## config.mk

```make
export PLATFORM = sky130hd
export DESIGN_NAME = timer_countdown_flat
export DESIGN_NICKNAME = d
export VERILOG_FILES = /design/src/rtl/timer_pkg.sv /design/src/rtl/timer_countdown_if.sv /design/src/rtl/bcd_digit_down.sv /design/src/rtl/timer_countdown.sv /design/src/flat_wrapper.sv
export SDC_FILE = /design/constraint.sdc
export NUM_CORES = 1
export LEC_CHECK = 0
export ABC_AREA = 1
export ABC_CLOCK_PERIOD_IN_PS = 3100
export BUFFER_PORTS_ARGS = -buffer_cell sky130_fd_sc_hd__buf_2
export CAP_MARGIN = 30
export CORE_ASPECT_RATIO = 1.75
export CORE_MARGIN = 2
export CORE_UTILIZATION = 59
export CTS_CLUSTER_SIZE = 16
export DETAILED_ROUTE_END_ITERATION = 16
export GPL_TIMING_DRIVEN = 0
export PLACE_DENSITY_LB_ADDON = 0.2
export SETUP_SLACK_MARGIN = 0.15
export SLEW_MARGIN = 20
export SYNTH_ARGS = -nofsm -noshare
export SYNTH_HDL_FRONTEND = slang
export SYNTH_SLANG_ARGS = --single-unit
```

## constraint.sdc

```tcl
create_clock -name clk -period 3.1 [get_ports clk]
set_input_delay 0 -clock clk [delete_from_list [all_inputs] [get_ports clk]]
set_output_delay 0 -clock clk [all_outputs]
set_load 0.02 [all_outputs]
```

## src/rtl/timer_pkg.sv

```systemverilog
// Shared definitions for the microwave countdown timer: FSM encodings, BCD digit limits
// and the default done-beep length.
package timer_pkg;

    typedef enum logic [1:0] {
        ST_ENTRY = 2'b00,
        ST_RUN   = 2'b01,
        ST_PAUSE = 2'b10,
        ST_DONE  = 2'b11
    } timer_state_e;

    localparam logic [3:0] MAX_ONES = 4'd9;
    localparam logic [3:0] MAX_TENS = 4'd5;
    localparam logic [3:0] MAX_MINS = 4'd9;

    localparam int BEEP_CYCLES_DEF = 300;

endpackage

```

## src/rtl/timer_countdown_if.sv

```systemverilog
// Keypad/control inputs and display/status outputs of the countdown timer.
// The master side is the panel driving keys; the slave side is the timer itself.
interface timer_countdown_if;
    logic [3:0] D;
    logic       loadn;
    logic       pgt_1Hz;
    logic       startn;
    logic       stopn;
    logic [3:0] sec_ones;
    logic [3:0] sec_tens;
    logic [3:0] mins;
    logic       zero;
    logic       running;
    logic       done_beep;

    modport master (
        output D, loadn, pgt_1Hz, startn, stopn,
        input  sec_ones, sec_tens, mins, zero, running, done_beep
    );

    modport slave (
        input  D, loadn, pgt_1Hz, startn, stopn,
        output sec_ones, sec_tens, mins, zero, running, done_beep
    );
endinterface

```

## src/rtl/bcd_digit_down.sv

```systemverilog
// One BCD down-counting digit with saturating load and a borrow request for the
// next-higher digit when it wraps from 0 to MAXVAL.
module bcd_digit_down
    import timer_pkg::*;
#(
    parameter logic [3:0] MAXVAL = MAX_ONES
) (
    input  logic       clk,
    input  logic       clearn,
    input  logic       clr,
    input  logic       load,
    input  logic       dec,
    input  logic [3:0] d,
    output logic [3:0] q,
    output logic       borrow
);

    logic [3:0] q_r;

    // Digit register: clear beats load beats decrement.
    always_ff @(posedge clk or negedge clearn) begin
        if (!clearn) begin
            q_r <= 4'd0;
        end else if (clr) begin
            q_r <= 4'd0;
        end else if (load) begin
            q_r <= (d > MAXVAL) ? MAXVAL : d;
        end else if (dec) begin
            q_r <= (q_r == 4'd0) ? MAXVAL : (q_r - 4'd1);
        end else begin
            q_r <= q_r;
        end
    end

    assign q      = q_r;
    assign borrow = dec && (q_r == 4'd0);

endmodule

```

## src/rtl/timer_countdown.sv

```systemverilog
// MM:SS microwave countdown timer with keypad digit entry and run/pause/done control.
// Optional feature macro: TIMER_DONE_BEEP_EN (timed done-beep; otherwise DONE lasts one clk).
module timer_countdown
    import timer_pkg::*;
#(
    parameter int BEEP_CYCLES = BEEP_CYCLES_DEF
) (
    input  logic             clk,
    input  logic             clearn,
    timer_countdown_if.slave tif
);

    timer_state_e state_r;
    timer_state_e state_next_s;

    logic       loadn_prev_r;
    logic       pgt_prev_r;
    logic       stopn_prev_r;
    logic       load_edge_s;
    logic       tick_s;
    logic       stop_fall_s;

    logic [3:0] ones_s;
    logic [3:0] tens_s;
    logic [3:0] mins_s;
    logic       ones_borrow_s;
    logic       tens_borrow_s;
    logic       unused_mins_borrow_s;

    logic       zero_s;
    logic       one_left_s;
    logic       key_load_s;
    logic       dec_s;
    logic       clr_s;
    logic       beep_end_s;

    // Previous-cycle copies of the key, 1 Hz and stop inputs for edge detection.
    always_ff @(posedge clk or negedge clearn) begin
        if (!clearn) begin
            loadn_prev_r <= 1'b0;
            pgt_prev_r   <= 1'b0;
            stopn_prev_r <= 1'b0;
        end else begin
            loadn_prev_r <= tif.loadn;
            pgt_prev_r   <= tif.pgt_1Hz;
            stopn_prev_r <= tif.stopn;
        end
    end

    assign load_edge_s = !tif.loadn && loadn_prev_r;
    assign tick_s      = tif.pgt_1Hz && !pgt_prev_r;
    assign stop_fall_s = !tif.stopn && stopn_prev_r;

    assign zero_s     = (mins_s == 4'd0) && (tens_s == 4'd0) && (ones_s == 4'd0);
    assign one_left_s = (mins_s == 4'd0) && (tens_s == 4'd0) && (ones_s == 4'd1);

`ifdef TIMER_DONE_BEEP_EN
    localparam int BEEP_W = $clog2(BEEP_CYCLES + 1);

    logic [BEEP_W-1:0] beep_cnt_r;
    logic              done_beep_r;

    assign beep_end_s = (beep_cnt_r == BEEP_W'(BEEP_CYCLES - 1));

    // Beep length counter and registered beeper drive, active for the whole DONE stay.
    always_ff @(posedge clk or negedge clearn) begin
        if (!clearn) begin
            beep_cnt_r  <= '0;
            done_beep_r <= 1'b0;
        end else begin
            if (state_r == ST_DONE) begin
                beep_cnt_r <= beep_cnt_r + BEEP_W'(1);
            end else begin
                beep_cnt_r <= '0;
            end
            done_beep_r <= (state_next_s == ST_DONE);
        end
    end

    assign tif.done_beep = done_beep_r;
`else
    localparam int unused_beep_cycles = BEEP_CYCLES;

    assign beep_end_s    = 1'b1;
    assign tif.done_beep = 1'b0;
`endif

    // State register.
    always_ff @(posedge clk or negedge clearn) begin
        if (!clearn) begin
            state_r <= ST_ENTRY;
        end else begin
            state_r <= state_next_s;
        end
    end

    // Next-state logic; a held stopn always overrides startn.
    always_comb begin
        state_next_s = state_r;
        case (state_r)
            ST_ENTRY: begin
                if (tif.stopn && !tif.startn && !zero_s) begin
                    state_next_s = ST_RUN;
                end else begin
                    state_next_s = ST_ENTRY;
                end
            end
            ST_RUN: begin
                if (!tif.stopn) begin
                    state_next_s = ST_PAUSE;
                end else if (tick_s && one_left_s) begin
                    state_next_s = ST_DONE;
                end else begin
                    state_next_s = ST_RUN;
                end
            end
            ST_PAUSE: begin
                if (stop_fall_s) begin
                    state_next_s = ST_ENTRY;
                end else if (tif.stopn && !tif.startn && !zero_s) begin
                    state_next_s = ST_RUN;
                end else begin
                    state_next_s = ST_PAUSE;
                end
            end
            ST_DONE: begin
                if (stop_fall_s || beep_end_s) begin
                    state_next_s = ST_ENTRY;
                end else begin
                    state_next_s = ST_DONE;
                end
            end
            default: state_next_s = ST_ENTRY;
        endcase
    end

    // Keys only land while the state holds, so any transition takes precedence.
    assign key_load_s = ((state_r == ST_ENTRY) || (state_r == ST_PAUSE))
                        && (state_next_s == state_r)
                        && load_edge_s
                        && (tif.D <= MAX_ONES);
    assign dec_s      = (state_r == ST_RUN) && tif.stopn && tick_s && !zero_s;
    assign clr_s      = (state_r == ST_PAUSE) && stop_fall_s;

    bcd_digit_down #(.MAXVAL(MAX_ONES)) u_ones (
        .clk    (clk),
        .clearn (clearn),
        .clr    (clr_s),
        .load   (key_load_s),
        .dec    (dec_s),
        .d      (tif.D),
        .q      (ones_s),
        .borrow (ones_borrow_s)
    );

    bcd_digit_down #(.MAXVAL(MAX_TENS)) u_tens (
        .clk    (clk),
        .clearn (clearn),
        .clr    (clr_s),
        .load   (key_load_s),
        .dec    (ones_borrow_s),
        .d      (ones_s),
        .q      (tens_s),
        .borrow (tens_borrow_s)
    );

    bcd_digit_down #(.MAXVAL(MAX_MINS)) u_mins (
        .clk    (clk),
        .clearn (clearn),
        .clr    (clr_s),
        .load   (key_load_s),
        .dec    (tens_borrow_s),
        .d      (tens_s),
        .q      (mins_s),
        .borrow (unused_mins_borrow_s)
    );

    assign tif.sec_ones = ones_s;
    assign tif.sec_tens = tens_s;
    assign tif.mins     = mins_s;
    assign tif.zero     = zero_s;
    assign tif.running  = (state_r == ST_RUN);

endmodule
```

## src/flat_wrapper.sv

```systemverilog
// flat-port wrapper written by rule: the top's interface ports become plain ports
module timer_countdown_flat import timer_pkg::*;
#(
    parameter int BEEP_CYCLES = BEEP_CYCLES_DEF
)
  (clk, clearn, tif_D, tif_loadn, tif_pgt_1Hz, tif_startn, tif_stopn, tif_sec_ones, tif_sec_tens, tif_mins, tif_zero, tif_running, tif_done_beep);
  timer_countdown_if tif_i ();
  input  logic clk;
  input  logic clearn;
  input wire logic [$bits(tif_i.D)-1:0] tif_D;
  input wire logic [$bits(tif_i.loadn)-1:0] tif_loadn;
  input wire logic [$bits(tif_i.pgt_1Hz)-1:0] tif_pgt_1Hz;
  input wire logic [$bits(tif_i.startn)-1:0] tif_startn;
  input wire logic [$bits(tif_i.stopn)-1:0] tif_stopn;
  output wire logic [$bits(tif_i.sec_ones)-1:0] tif_sec_ones;
  output wire logic [$bits(tif_i.sec_tens)-1:0] tif_sec_tens;
  output wire logic [$bits(tif_i.mins)-1:0] tif_mins;
  output wire logic [$bits(tif_i.zero)-1:0] tif_zero;
  output wire logic [$bits(tif_i.running)-1:0] tif_running;
  output wire logic [$bits(tif_i.done_beep)-1:0] tif_done_beep;
  assign tif_i.D = tif_D;
  assign tif_i.loadn = tif_loadn;
  assign tif_i.pgt_1Hz = tif_pgt_1Hz;
  assign tif_i.startn = tif_startn;
  assign tif_i.stopn = tif_stopn;
  assign tif_sec_ones = tif_i.sec_ones;
  assign tif_sec_tens = tif_i.sec_tens;
  assign tif_mins = tif_i.mins;
  assign tif_zero = tif_i.zero;
  assign tif_running = tif_i.running;
  assign tif_done_beep = tif_i.done_beep;
  timer_countdown #(.BEEP_CYCLES(BEEP_CYCLES)) u_core (.clk(clk), .clearn(clearn), .tif(tif_i));
endmodule
```

# [Yosys cells after proc, flatten, opt, wreduce, memory -nomap -nowiden]
# Index checks and enable logic that the tools add are counted.
[classes] add_sub_neg=3 eq_ne=5 n_reduce_logical=31 mux=21 magnitude_cmp=4
[op_table] operator="2-to-1 mux 4 bit" n=15
[op_table] operator="logical AND 1 bit" n=18
[op_table] operator="zero test 4 bit" n=3
[op_table] operator="subtractor 4 x 1 -> 4 bit, second input constant" n=3
[op_table] operator="nonzero test 3 bit" n=3
[op_table] operator="greater-than comparator 4 bit, second input constant" n=2
[op_table] operator="2-to-1 mux 2 bit" n=4
[op_table] operator="case mux 2 bit (4 select lines)" n=1
[op_table] operator="zero test 1 bit" n=5
[op_table] operator="equality test 2 bit, second input constant" n=2
[op_table] operator="equality test 4 x 1 -> 1 bit, second input constant" n=1
[op_table] operator="greater-than comparator 4 x 3 -> 1 bit, second input constant" n=1
[op_table] operator="less-or-equal comparator 4 bit, second input constant" n=1
[op_table] operator="equality test 2 x 1 -> 1 bit, second input constant" n=1
[op_table] operator="equality test 2 bit" n=1
[op_table] operator="zero test 2 bit" n=1
[op_table] operator="logical OR 1 bit" n=1
[op_table] operator="2-to-1 mux 1 bit" n=1
[totals] out_inout_bits=15 regBits=17 elab_cells=71 inputBits=10

# [Depth between registers and ports, before layout]
[logic_depth] ltp_word=14 mapped_depth=12 ltp_nobuf=12

# [Modules after synthesis]
# From an unflattened synthesis, not the netlist that was laid out.
[hier_totals] cells_unflattened=203 hier_area_um2=1287.5
[by_module_without_submodules] module="bcd_digit_down at u_core.u_mins ..." area_per_inst_um2=324.1 cells_per_inst=52 seq_area_each_um2=100.1 n_inst=2
[by_module_without_submodules] module="timer_countdown" area_per_inst_um2=325.3 cells_per_inst=48 seq_area_each_um2=125.1 n_inst=1
[by_module_without_submodules] module="bcd_digit_down at u_core.u_tens" area_per_inst_um2=314.1 cells_per_inst=51 seq_area_each_um2=100.1 n_inst=1

# [Worst setup path before layout]
# No wires, ideal clock.
[synth_path] kind="reg-to-reg" from="register u_core.u_tens.q_r[0], in the netlist u_core.u_tens.q[0]" to="register u_core.u_ones.q_r[0], in the netlist u_core.u_ones.q[0]" arrival_time_ps=1631 n_path_buf=1 setup_ps=117 path_stages_with_launch=13 period_less_slack_ps=1748 path_slack_ps=1352 t_required_ps=2983 path_cell_list="dfrtp_1 > inv_1 > ha_1 > nand2_2 > nor2_4 > nand3_4 > nand2_4 > o211ai_4 > buf_6 > nand2_1 > nand2_1 > nand2_1 > nand2_1"
[synth_via] elab_chain_cells=14 word_cells_on_any_way=21 cone_classes="eq/ne: 1; mux: 8; reduce/logical: 12"
[synth_rtl] item="start, declared" line="bcd_digit_down.sv:18" rtl="logic [3:0] q_r;"
[synth_rtl] item="start signal, assigned" line="bcd_digit_down.sv:27" rtl="q_r <= (d > MAXVAL) ? MAXVAL : d;"
[synth_rtl] item="start signal, assigned" line="bcd_digit_down.sv:29" rtl="q_r <= (q_r == 4'd0) ? MAXVAL : (q_r - 4'd1);"
[synth_rtl] item="start signal, assigned" line="bcd_digit_down.sv:31" rtl="q_r <= q_r;"
[synth_rtl] item="zero test 4 bit (*)" line="timer_countdown.sv:54, timer_countdown.sv:55"
[synth_rtl] item="logical AND 1 bit (*)" line="timer_countdown.sv:54, timer_countdown.sv:55"
[synth_rtl] item="logical AND 1 bit" line="timer_countdown.sv:54" rtl="assign zero_s = (mins_s == 4'd0) && (tens_s == 4'd0) && (ones_s == 4'd0);"
[synth_rtl] item="zero test 1 bit" line="timer_countdown.sv:102, timer_countdown.sv:120, timer_countdown.sv:142"
[synth_rtl] item="logical AND 1 bit" line="timer_countdown.sv:102, timer_countdown.sv:120"
[synth_rtl] item="2-to-1 mux 2 bit" line="timer_countdown.sv:120" rtl="end else if (tif.stopn && !tif.startn && !zero_s) begin"
[synth_rtl] item="2-to-1 mux 2 bit" line="timer_countdown.sv:118" rtl="if (stop_fall_s) begin"
[synth_rtl] item="case mux 2 bit (4 select lines)" line="timer_countdown.sv:100" rtl="case (state_r)"
[synth_rtl] item="equality test 2 bit" line="timer_countdown.sv:139" rtl="&& (state_next_s == state_r)"
[synth_rtl] item="logical AND 1 bit" line="timer_countdown.sv:139"
[synth_rtl] item="logical AND 1 bit" line="timer_countdown.sv:140" rtl="&& load_edge_s"
[synth_rtl] item="logical AND 1 bit" line="timer_countdown.sv:141" rtl="&& (tif.D <= MAX_ONES);"
[synth_rtl] item="2-to-1 mux 4 bit" line="bcd_digit_down.sv:26" rtl="end else if (load) begin"
[synth_rtl] item="2-to-1 mux 4 bit" line="bcd_digit_down.sv:24" rtl="end else if (clr) begin"
[synth_rtl] item="end signal, assigned" line="bcd_digit_down.sv:27"
[synth_rtl] item="end signal, assigned" line="bcd_digit_down.sv:29"
[synth_rtl] item="end signal, assigned" line="bcd_digit_down.sv:31"
[synth_rtl] item="end, declared" line="bcd_digit_down.sv:18"
# Mark *: on every way between the ends. The rest lies on a longest branch, timed or not.
# A chain may end at the register's enable or synchronous reset.

# [Final worst setup path]
[layout_path] from="register u_core.u_ones.q_r[0], in the netlist u_core.u_ones.q[0]" to="register u_core.u_tens.q_r[1], in the netlist u_core.u_tens.q[1]"
[layout_via] elab_chain_cells=13 word_cells_on_any_way=24 cone_classes="order compare: 1; eq/ne: 2; mux: 9; reduce/logical: 12"
[layout_rtl] item="zero test 4 bit" line="bcd_digit_down.sv:36, timer_countdown.sv:54"
[layout_rtl] item="logical AND 1 bit" line="timer_countdown.sv:54"
[layout_rtl] item="zero test 1 bit" line="timer_countdown.sv:102, timer_countdown.sv:120, timer_countdown.sv:142"
[layout_rtl] item="logical AND 1 bit" line="timer_countdown.sv:102, timer_countdown.sv:120"
[layout_rtl] item="2-to-1 mux 2 bit" line="timer_countdown.sv:120"
[layout_rtl] item="2-to-1 mux 2 bit" line="timer_countdown.sv:118"
[layout_rtl] item="case mux 2 bit (4 select lines)" line="timer_countdown.sv:100"
[layout_rtl] item="equality test 2 bit" line="timer_countdown.sv:139"
[layout_rtl] item="logical AND 1 bit" line="timer_countdown.sv:139"
[layout_rtl] item="logical AND 1 bit" line="timer_countdown.sv:140"
[layout_rtl] item="logical AND 1 bit" line="timer_countdown.sv:141"
[layout_rtl] item="2-to-1 mux 4 bit" line="bcd_digit_down.sv:26"
[layout_rtl] item="2-to-1 mux 4 bit" line="bcd_digit_down.sv:24"
# Parallel ways exist; a longest one is shown, timed or not.

==> impl_metrics.yaml <==
run_status:
  outcome: "complete, no violations"
yosys:
  synth_largest_area_cell: "dfrtp_1"
  seq_area_frac_synth_pct: 31.22
  syn-num-nets: 214
  synthAdderAreaFrac_pct: 5.510
  syn_inst: 198
  yosys-top-cells-area: "dfrtp_1 (31%), nand2_1 (20%), o2111ai_1 (7.1%), inv_1 (6.9%), ha_1 (5.5%)"
  synth-xor-area-share_pct: 1.286
  avgSynthCellArea_um2: 6.882
  synth_top_family_by_area: "simple AND/OR/NAND/NOR gates"
  synth_cell_types: 26
  synth-simple-area-share_pct: 36.91
  synthMuxAreaShare_pct: 0
  synth_compound_area_share_pct: 13.50
  synth-seq-cells: 17
  synth.top_cell.area_share_pct: 31.22
  netlist_area_um2: 1363
  yosys_warnings: 0
setup_path:
  required_ns: 3.25
  ff2ff_path_depth: 12
  critPathMaxFanout: 10
  crit_type: "reg -> reg"
  start_kind: "flip-flop"
  endpoint_kind: "flip-flop"
  cp.arrival_ns: 2.03
  r2r_end: "u_core.u_tens.q[1]"
  r2r_slack_ns: 1.22
  rr_startpoint: "u_core.u_ones.q[0]"
die:
  dieArea_um2: 2725
  core_um2: 2245
  die_h_um: 67.57
  die_w_um: 40.33
  start_util_pct: 60.70
  rows: 23
  ios: 25
cts:
  clockRootBuffer: "clkbuf_8"
  clkLatencyLatePin_ns: 0.25
  clock-sinks: 17
  htreeDepth: 1
  cts_resized: 0
  cts_tree: "built"
  numCtsBuffers: 3
  clockBufferDepth: 2
  clk_pin_slew_ns: 0.07
detailed_routing:
  finalWirelength_um: 3318
  drt_pass1_iterations: 4
  avgViaCountPerCell: 5.441
  routed.top_layer: "met4"
  wire_per_inst_um: 13.06
  wl_met1_um: 1296
  wl_met2_um: 1810
  detail_route.iter0.violations: 50
  wl_met3_um: 104
  vias: 1382
  final_antenna_net_count: 0
  drc_errors: 0
timing:
  finalCriticalPeriod_ns: 1.879
  finClkSkew_ns: 0.002615
  finalHoldViolations: 0
  worst_slack_ns: 1.221
  finalSetupViolCount: 0
  tns_ns: 0
  maxSlewViolCount: 0
  rsz0062_at_grt: "false"
  whs_ns: 0.1691
  max_freq_mhz: 532.3
  finalCritPeriodShare_pct: 60.61
cells_and_area:
  nets: 246
  fillers: 184
  diodes: 0
  mostFrequentLayoutCell: "nand2_1"
  finish.utilization_pct: 71.01
  mostFrequentLayoutCells: "nand2_1 (72), buf_2 (26), inv_1 (25)"
  syn2layout_area_growth_pct: 16.99
  fin_area_um2: 1594
  finalNonFillerCells: 254
  drive_above_1_share_pct: 22.71
placement:
  pre_cts_ws_ns: 1.238
  port_buffers: 23
  placed_cells: 246
  place_congestion: 0.8285
  dpl.hpwl_um: 2569
  postPlaceCellArea_um2: 1509
power_and_ir_drop:
  p_clk_share_pct: 11.2
  p_int_mw: 0.7104
  leakage_nw: 0.8917
  total_power_mw: 1.484
  p_seq_share_pct: 27.1
  p_sw_share_pct: 52.12
  vdd_drop_max_mv: 0.5561
  p_sw_mw: 0.7732
  pwr-share-comb_pct: 61.7
  power_density_nw_per_um2: 930.7
hold_path:
  min_path_type: "in -> reg"
  hold-path-endpoint: "u_core.u_ones.q[0]"
  whs_path_depth: 5
  worstHoldStart: "tif_D[0]"
global_route:
  antenna_found_initial: 0
  grt_pass1_vias: 1292
  grt_usage_pct: 27.95
  grt_start_max_net_pins: 18
  grt_pass1_wl_um: 5292
  grt_overflow_total: 0
flow_run:
  drv_cap: 0
kinds of logic after synthesis:
group | Yosys count
AO/OA/AOI/OAI | 23
flip-flops | 17
adder cells (fa/ha/maj) | 6
XOR/XNOR | 2
buffers and inverters | 37
other | 1
AND/OR/NAND/NOR | 112
metal layers:
layer	global-route usage (%)	up-vias
met3	2.961	12
met4	17.50	0
met1	28.60	644
li1	-	694
met5	0	-
met2	49.60	32
synthesized netlist by cell type (all sizes together):
master and instances:
o2111ai 11, inv 31, ha 6, o211ai 1
xor2 1, o21ai 8, nand2 77, conb 1
buf 5, nor2 19, nand4 1, nor4 1
dfrtp 17, clkbuf 1, nor3 1, a21oi 3
xnor2 1, nand3 13
power groups by stage:
stage | registers [mW] | clock network [mW] | logic, mW
after floorplan | 0.475 | 0 | 0.603
after global placement | 0.397 | 0 | 0.863
after detailed placement | 0.403 | 0 | 0.902
after CTS | 0.399 | 0.169 | 0.911
after global routing | 0.416 | 0.177 | 1.03
final | 0.402 | 0.166 | 0.915
flip-flops by register name (all words and copies together) (netlist names):
| signal | flops |
|---|---|
| u_core.u_mins.q | 4 |
| u_core.u_ones.q | 4 |
| u_core.state_r | 2 |
| u_core.pgt_prev_r | 1 |
| u_core.stopn_prev_r | 1 |
| u_core.loadn_prev_r | 1 |
| u_core.u_tens.q | 4 |
cell type report:
type | count | area, um2 | share of cell area, %
multi-input cells | 144 | 783.3 | 49.14
flip-flops and latches | 17 | 425.4 | 26.69
repair buffers | 27 | 155.1 | 9.733
inverters | 31 | 116.4 | 7.300
clock buffers | 4 | 45.04 | 2.826
plain buffers | 6 | 37.54 | 2.355
well taps | 25 | 31.28 | 1.962
how the worst max path moves through the flow:
| stage | startpoint | endpoint | slack (ns) | depth (start not counted) |
|---|---|---|---|---|
| 3_5_place_dp | u_core.u_ones.q[0] | u_core.u_ones.q[1] | 1.24 | 12 |
| 4_1_cts | u_core.u_ones.q[0] | u_core.u_ones.q[1] | 1.22 | 12 |
| 5_1_grt | u_core.u_mins.q[0] | u_core.u_ones.q[2] | 1.04 | 11 |
| 3_3_place_gp | u_core.u_tens.q[0] | u_core.u_tens.q[1] | 1.29 | 12 |
| 2_1_floorplan | u_core.u_tens.q[0] | u_core.u_ones.q[0] | 1.35 | 12 |
| 6_report | u_core.u_ones.q[0] | u_core.u_tens.q[1] | 1.22 | 12 |
critical path: stages (launching register included):
cell and delay [ns]:
dfrtp_1 0.43, inv_1 0.12, ha_1 0.20, nand2_2 0.10
nor2_4 0.15, nand3_4 0.11, nand2_4 0.10, o211ai_4 0.13
buf_6 0.19, nand2_1 0.05, nand2_1 0.05, nand2_1 0.08
nand2_1 0.05
timing repair:
action / 4_1_cts / 5_1_grt
hold buffers: 4 / 0
endpoints found under the hold margin: 20 / 0
setup buffers: 0 / 0
Power figures use the tool's default switching activity.
